$ cat src/rtl/conv3x3_psum_ctrl.sv
`default_nettype none
// +------------------------------------------------------------------------+
// | conv3x3_psum_ctrl: sequencer and channel accumulator for the pipelined |
// | 3x3 partial-sum adder tree.                       Revision 1.0         |
// +------------------------------------------------------------------------+
module conv3x3_psum_ctrl #(
  parameter int CH_W  = 8,
  parameter int PIX_W = 12
) (
  input  logic             clk,
  input  logic             rst_n,
  input  logic             cfg_start,
  input  logic [CH_W-1:0]  cfg_ch_num,
  input  logic [PIX_W-1:0] cfg_pix_num,
  output logic             busy,
  output logic             done,
  input  logic             in_valid,
  output logic             in_ready,
  output logic             tree_pipe_en,
  input  logic [31:0]      tree_psum,
  output logic             out_valid,
  input  logic             out_ready,
  output logic [31:0]      out_data
);

  typedef enum logic [1:0] {
    S_IDLE  = 2'd0,
    S_RUN   = 2'd1,
    S_DRAIN = 2'd2,
    S_DONE  = 2'd3
  } state_t;

  state_t state, state_nxt;

  logic [CH_W-1:0]  ch_num, in_ch_cnt, acc_ch_cnt;
  logic [PIX_W-1:0] pix_num, in_pix_cnt, out_pix_cnt;
  logic             v1, v2;
  logic [31:0]      acc, acc_next;
  logic             start, accept, acc_fire, in_ch_last, acc_ch_last;
  logic             last_in, out_hs, last_out;

  // One stall signal freezes the whole tree, the valid shadow and the accumulator.
  assign tree_pipe_en = !(out_valid && !out_ready);
  assign in_ready     = (state == S_RUN) && tree_pipe_en;
  assign accept       = in_valid && in_ready;
  assign start        = (state == S_IDLE) && cfg_start;

  assign in_ch_last   = (in_ch_cnt == ch_num - CH_W'(1));
  assign last_in      = accept && in_ch_last && (in_pix_cnt == pix_num - PIX_W'(1));
  assign acc_fire     = v2 && tree_pipe_en;
  assign acc_ch_last  = (acc_ch_cnt == ch_num - CH_W'(1));
  assign acc_next     = ((acc_ch_cnt == '0) ? 32'd0 : acc) + tree_psum;
  assign out_hs       = out_valid && out_ready;
  assign last_out     = out_hs && (out_pix_cnt == pix_num);

  assign busy = (state == S_RUN) || (state == S_DRAIN);
  assign done = (state == S_DONE);

  always_ff @(posedge clk or negedge rst_n) begin
    if (!rst_n) state <= S_IDLE;
    else        state <= state_nxt;
  end

  always_comb begin
    state_nxt = state;
    case (state)
      S_IDLE:  if (cfg_start) state_nxt = S_RUN;
      S_RUN:   if (last_in)   state_nxt = S_DRAIN;
      S_DRAIN: if (last_out)  state_nxt = S_DONE;
      S_DONE:  state_nxt = S_IDLE;
      default: state_nxt = S_IDLE;
    endcase
  end

  always_ff @(posedge clk or negedge rst_n) begin
    if (!rst_n) begin
      ch_num      <= '0;
      pix_num     <= '0;
      in_ch_cnt   <= '0;
      in_pix_cnt  <= '0;
      acc_ch_cnt  <= '0;
      out_pix_cnt <= '0;
      v1          <= 1'b0;
      v2          <= 1'b0;
      acc         <= '0;
      out_data    <= '0;
      out_valid   <= 1'b0;
    end else if (start) begin
      ch_num      <= (cfg_ch_num == '0)  ? CH_W'(1)  : cfg_ch_num;
      pix_num     <= (cfg_pix_num == '0) ? PIX_W'(1) : cfg_pix_num;
      in_ch_cnt   <= '0;
      in_pix_cnt  <= '0;
      acc_ch_cnt  <= '0;
      out_pix_cnt <= '0;
      acc         <= '0;
      if (tree_pipe_en) begin
        v1 <= 1'b0;
        v2 <= v1;
      end
    end else begin
      if (tree_pipe_en) begin
        v1 <= accept;
        v2 <= v1;
      end

      if (accept) begin
        if (in_ch_last) begin
          in_ch_cnt  <= '0;
          in_pix_cnt <= in_pix_cnt + PIX_W'(1);
        end else begin
          in_ch_cnt  <= in_ch_cnt + CH_W'(1);
        end
      end

      if (acc_fire) begin
        acc <= acc_next;
        if (acc_ch_last) begin
          acc_ch_cnt  <= '0;
          out_data    <= acc_next;
          out_pix_cnt <= out_pix_cnt + PIX_W'(1);
        end else begin
          acc_ch_cnt  <= acc_ch_cnt + CH_W'(1);
        end
      end

      // A fresh capture on the handshake edge keeps out_valid high.
      if (acc_fire && acc_ch_last) out_valid <= 1'b1;
      else if (out_hs)             out_valid <= 1'b0;
    end
  end

endmodule
`default_nettype wire

$ cat config.mk
export PLATFORM = sky130hd
export DESIGN_NAME = conv3x3_psum_ctrl
export DESIGN_NICKNAME = d
export VERILOG_FILES = /design/src/rtl/conv3x3_psum_ctrl.sv
export SDC_FILE = /design/constraint.sdc
export NUM_CORES = 1
export LEC_CHECK = 0
export ABC_AREA = 1
export CAP_MARGIN = 20
export CORE_MARGIN = 4
export CORE_UTILIZATION = 60
export CTS_CLUSTER_DIAMETER = 30
export DETAILED_ROUTE_END_ITERATION = 8
export HOLD_SLACK_MARGIN = 0.03
export PLACE_DENSITY = 0.84
export SLEW_MARGIN = 20
export SYNTH_ARGS = -nofsm -noshare
export SYNTH_HDL_FRONTEND = slang
export SYNTH_SLANG_ARGS = --single-unit
$ cat constraint.sdc
create_clock -name clk -period 5.3 [get_ports clk]
set_clock_uncertainty 0.2 [all_clocks]
set_input_delay 1.59 -clock clk [delete_from_list [all_inputs] [get_ports clk]]
set_output_delay 1.59 -clock clk [all_outputs]
set_load 0.02 [all_outputs]
# After elaboration in Yosys (flattened, before gate mapping)
# Cells that the tools add are included.
[totals]
ff_bits = 129
inputBits = 57
elab_cells = 83
[op_classes]
n_addsub = 7
eq_ne = 10
mux = 26
bitwise_logic = 1
reduce_logical = 27
[op_table]
columns = ["op", "count"]
rows = [
  ["32-bit two-way mux", 3],
  ["12-bit two-way mux", 7],
  ["8-bit two-way mux", 7],
  ["32-bit adder", 1],
  ["12-bit by 1-bit adder with 12-bit output, second input constant", 2],
  ["12-bit equality test", 2],
  ["8-bit by 1-bit adder with 8-bit output, second input constant", 2],
  ["8-bit equality test", 2],
  ["8-bit zero test", 2],
  ["12-bit zero test", 1],
  ["12-bit by 1-bit subtractor with 12-bit output, second input constant", 1],
  ["1-bit logical AND", 10],
  ["2-bit nonzero test", 5],
  ["2-bit one-hot mux with 4 select lines", 1],
  ["8-bit by 1-bit subtractor with 8-bit output, second input constant", 1],
  ["2-bit two-way mux", 3],
  ["2-bit inequality test, second input constant", 3],
  ["2-bit AND reduction", 3],
  ["3-bit AND reduction", 2],
  ["1-bit two-way mux", 5],
  ["2-bit equality test, second input constant", 2],
  ["2-bit by 1-bit equality test with 1-bit output, second input constant", 1],
  ["1-bit zero test", 2],
  ["2-bit zero test", 1],
  ["other kinds (2)", 2],
]

# Depth between registers and ports, before layout
[logic_depth]
word_depth = 9
ltp_mapped = 19

# Worst setup path after synthesis
# Ideal clock, no wire load.
[synth_timing]
path_type = "input -> output"
from = "in out_ready"
to = "out in_ready"
t_arrival_ps = 2134
setup_slack_ps = 1376
stages = 4
path_buffers = 0
cell_sequence = "inv_1 nand2_2 inv_1 nor2_1"
[synth_between]
elab_chain_len = 4
[synth_rtl]
columns = ["element", "line_no", "text"]
rows = [
  ["start, declared", "22", "input logic out_ready,"],
  ["1-bit zero test", "43", "assign tree_pipe_en = !(out_valid && !out_ready);"],
  ["1-bit logical AND", "43", ""],
  ["1-bit zero test", "43", ""],
  ["via tree_pipe_en", "19", "output logic tree_pipe_en,"],
  ["1-bit logical AND", "44", "assign in_ready = (state == S_RUN) && tree_pipe_en;"],
  ["end, declared", "18", "output logic in_ready,"],
]
# The timed path passes the listed nets, and every way through them passes these cells.

# Worst setup path in the final report
[layout_timing]
from = "in out_ready"
to = "out in_ready"
[layout_between]
elab_chain_len = 4
[layout_rtl]
columns = ["element", "line_no"]
rows = [
  ["1-bit zero test", "43"],
  ["1-bit logical AND", "43"],
  ["1-bit zero test", "43"],
  ["1-bit logical AND", "44"],
]
# Every way passes these cells.

==> impl_metrics.yaml <==
cts:
  clk_pin_slew_ns: 0.05
  cts_buffers: 17
  cts_sinks: 129
  root_buffer: "clkbuf_16"
  clockBufferDepth: 2
  cts_tree: "built"
  cts_setup_buffers: 0
  ctsHoldBuffers: 0
  clock_latency_ns: 0.42
  cts_resized: 0
  h-tree-depth: 4
layout:
  nNetsFinal: 1401
  postLayoutCellArea_um2: 10400
  multi_input_area_um2: 4820
  drive_gt1_frac: 0.0556
  areaGrowthSynthToFinish_pct: 18.7
  antennaDiodeCount: 0
  fillCellCount: 1142
  seqCellArea_um2: 3230
  fin_cells: 1492
synth:
  synthArstFlopShare: 1.00
  ys_ff_latch: 129
  synth_area_leaders: "dfrtp_1 37%, nand2_1 13%, inv_1 6.2%"
  syn_inst: 1211
  avgSynthCellArea_um2: 7.24
  synth_nets: 1312
  synth_edf_count: 0
  synth.cell_area_um2: 8770
  synthMostInstantiatedCell: "nand2_1"
  synth_top_area_share: 0.368
  synthTopCellsByCount: "309 x nand2_1, 145 x inv_1, 129 x dfrtp_1"
  ys_seq_area_frac: 0.368
  yosys.area.top_type: "dfrtp_1"
  synthFlopType: "dfrtp_1"
  ys_types: 41
  yosys_warnings: 0
setup_path:
  crit_required_ns: 3.51
  cp_data_arrival_time_ns: 2.96
  worstSetupStartpointType: "input port"
  endpoint_kind: "output pin"
  r2r-start: "acc_ch_cnt[0]"
  crit_start: "out_ready"
  path_max_fanout: 5
  path_class: "in2out"
floorplan:
  core_um2: 14100
  fp.dieArea_um2: 16600
  io_pins: 94
  fp.dieW_um: 129
  rows: 43
  start_util: 0.622
  die_height_um: 129
pwr:
  power_leakage_nw: 5.02
  power-per-cell-area_nw_per_um2: 512
  ir_drop_mv: 0.291
global_route:
  grtUsageTotal: 0.287
  grt_max_degree: 76
  antenna_found_initial: 0
  grtUsageMet2: 0.486
  grt.busiest_layer: "met2"
  met3_usage: 0.0490
  grt.overflow.total: 0
  grt_pass1_wl_um: 38500
  met1_usage: 0.377
  grt_pass1_vias: 8258
sta:
  tns_ns: 0
  max-slew-margin-rel: 0.358
  fin_crit_ns: 4.75
  setup-violations-final: 0
  fin_crit_sh: 0.896
  fmaxAchievable_mhz: 211
  hold_viol: 0
  slew_violations: 0
  tightest_slew_ns: 0.962
  rsz0062_at_grt: "false"
drt:
  drt-initial-drc-count: 564
  drt_pass1_iterations: 6
  wire_per_inst_um: 15.4
  num_vias: 8351
  wl_um: 23000
  post-route-drc-count: 0
  antenna_left: 0
  via_per_inst: 5.60
placement:
  dp.cells: 1461
  place.gp.congestion: 0.988
  hpwlAfterDp_um: 17100
  placed_area_um2: 9820
  numPortBuffers: 93
outcome:
  run_status: "finished, final reports clean"
worst_hold_path:
  hp-class: "reg2reg"
  worstHoldStart: "out_data[27]"
job:
  max_cap_viol_count: 0
flip-flops by register name (all words and copies together) (netlist names), 2 cells and up:
name and count:
pix_num 12, in_pix_cnt 12, out_data 32, state 2
acc_ch_cnt 8, out_pix_cnt 12, acc 32, ch_num 8
in_ch_cnt 8
placed cells by master (no fill, tap or decap), types with 3 or more instances in the layout:
| cell | instances |
|---|---|
| a21o_1 | 6 |
| a21oi_1 | 46 |
| buf_4 | 6 |
| clkbuf_1 | 4 |
| clkbuf_16 | 17 |
| clkbuf_8 | 5 |
| clkdlybuf4s50_1 | 92 |
| clkinv_2 | 3 |
| dfrtp_1 | 129 |
| ha_1 | 43 |
| inv_1 | 145 |
| inv_2 | 4 |
| nand2_1 | 309 |
| nand3_1 | 98 |
| nand4_1 | 18 |
| nor2_1 | 126 |
| nor2_2 | 8 |
| nor3_1 | 23 |
| nor4_1 | 7 |
| o21ai_0 | 67 |
| o21ai_1 | 9 |
| o21ai_2 | 18 |
| o21bai_1 | 4 |
| o22ai_1 | 32 |
| or2_2 | 3 |
| xnor2_1 | 21 |
| xor2_1 | 45 |
final timing paths:
| kind | depth (start not counted) | slack (ns) | endpoint |
|---|---|---|---|
| max | 6 | 0.55 | in_ready |
| min reg2reg | 2 | 0.27 | out_data[27] |
| min | 2 | 0.27 | out_data[27] |
| max reg2reg | 16 | 1.41 | out_data[30] |
| max in group asynchronous | 2 | 2.93 | out_data[24] |
| min in group asynchronous | 1 | 1.10 | ch_num[7] |
cell type report:
cell class	instances	share of cell area
clock buffers	26	0.0489
clock inverters	5	0.00721
inverters	150	0.0543
multi-input cells	903	0.463
flip-flops and latches	129	0.310
well taps	180	0.0216
repair buffers	99	0.0947
where the power goes:
group / total [mW] / internal [mW] / switching (mW)
sequential: 1.61 / 1.33 / 0.284
clock: 1.16 / 0.750 / 0.411
combinational: 2.56 / 0.953 / 1.60
total: 5.33 / 3.03 / 2.30
per-layer routing:
metal	routed length, µm	up-vias	part of all wire
li1	-	4131	-
met1	10000	3933	0.44
met2	11300	241	0.49
met3	1190	46	0.052
met4	514	0	0.022
met5	0	-	0
logic make-up (layout without fill, tap and decap cells):
logic type                 Yosys count  after routing  share of synthesized area
adders and majority gates           44             44                     0.0637
buffers and inverters              179            280                     0.0825
xor gates and xnor gates            67             67                     0.0685
and+or+nand+nor                    601            601                      0.290
DFF                                129            129                      0.368
AOI/OAI and AO/OA                  191            191                      0.127
per-stage QoR:
stage,utilization,hold WS (ns),setup WS (ns),power (mW)
detailed placement,0.697,0.263,0.546,4.13
global route,0.738,0.293,0.483,5.71
finish,0.738,0.270,0.552,5.33
global placement,0.697,0.264,0.551,4.06
CTS,0.738,0.276,0.545,5.32
floorplan,-,0.243,1.38,3.29
critical path, stage by stage:
cell	delay, ns
clkdlybuf4s50_1	0.47
inv_1	0.06
nand2_2	0.09
inv_1	0.07
nor2_1	0.08
clkdlybuf4s50_1	0.60
Note: power is estimated with default switching activity, not from simulation.
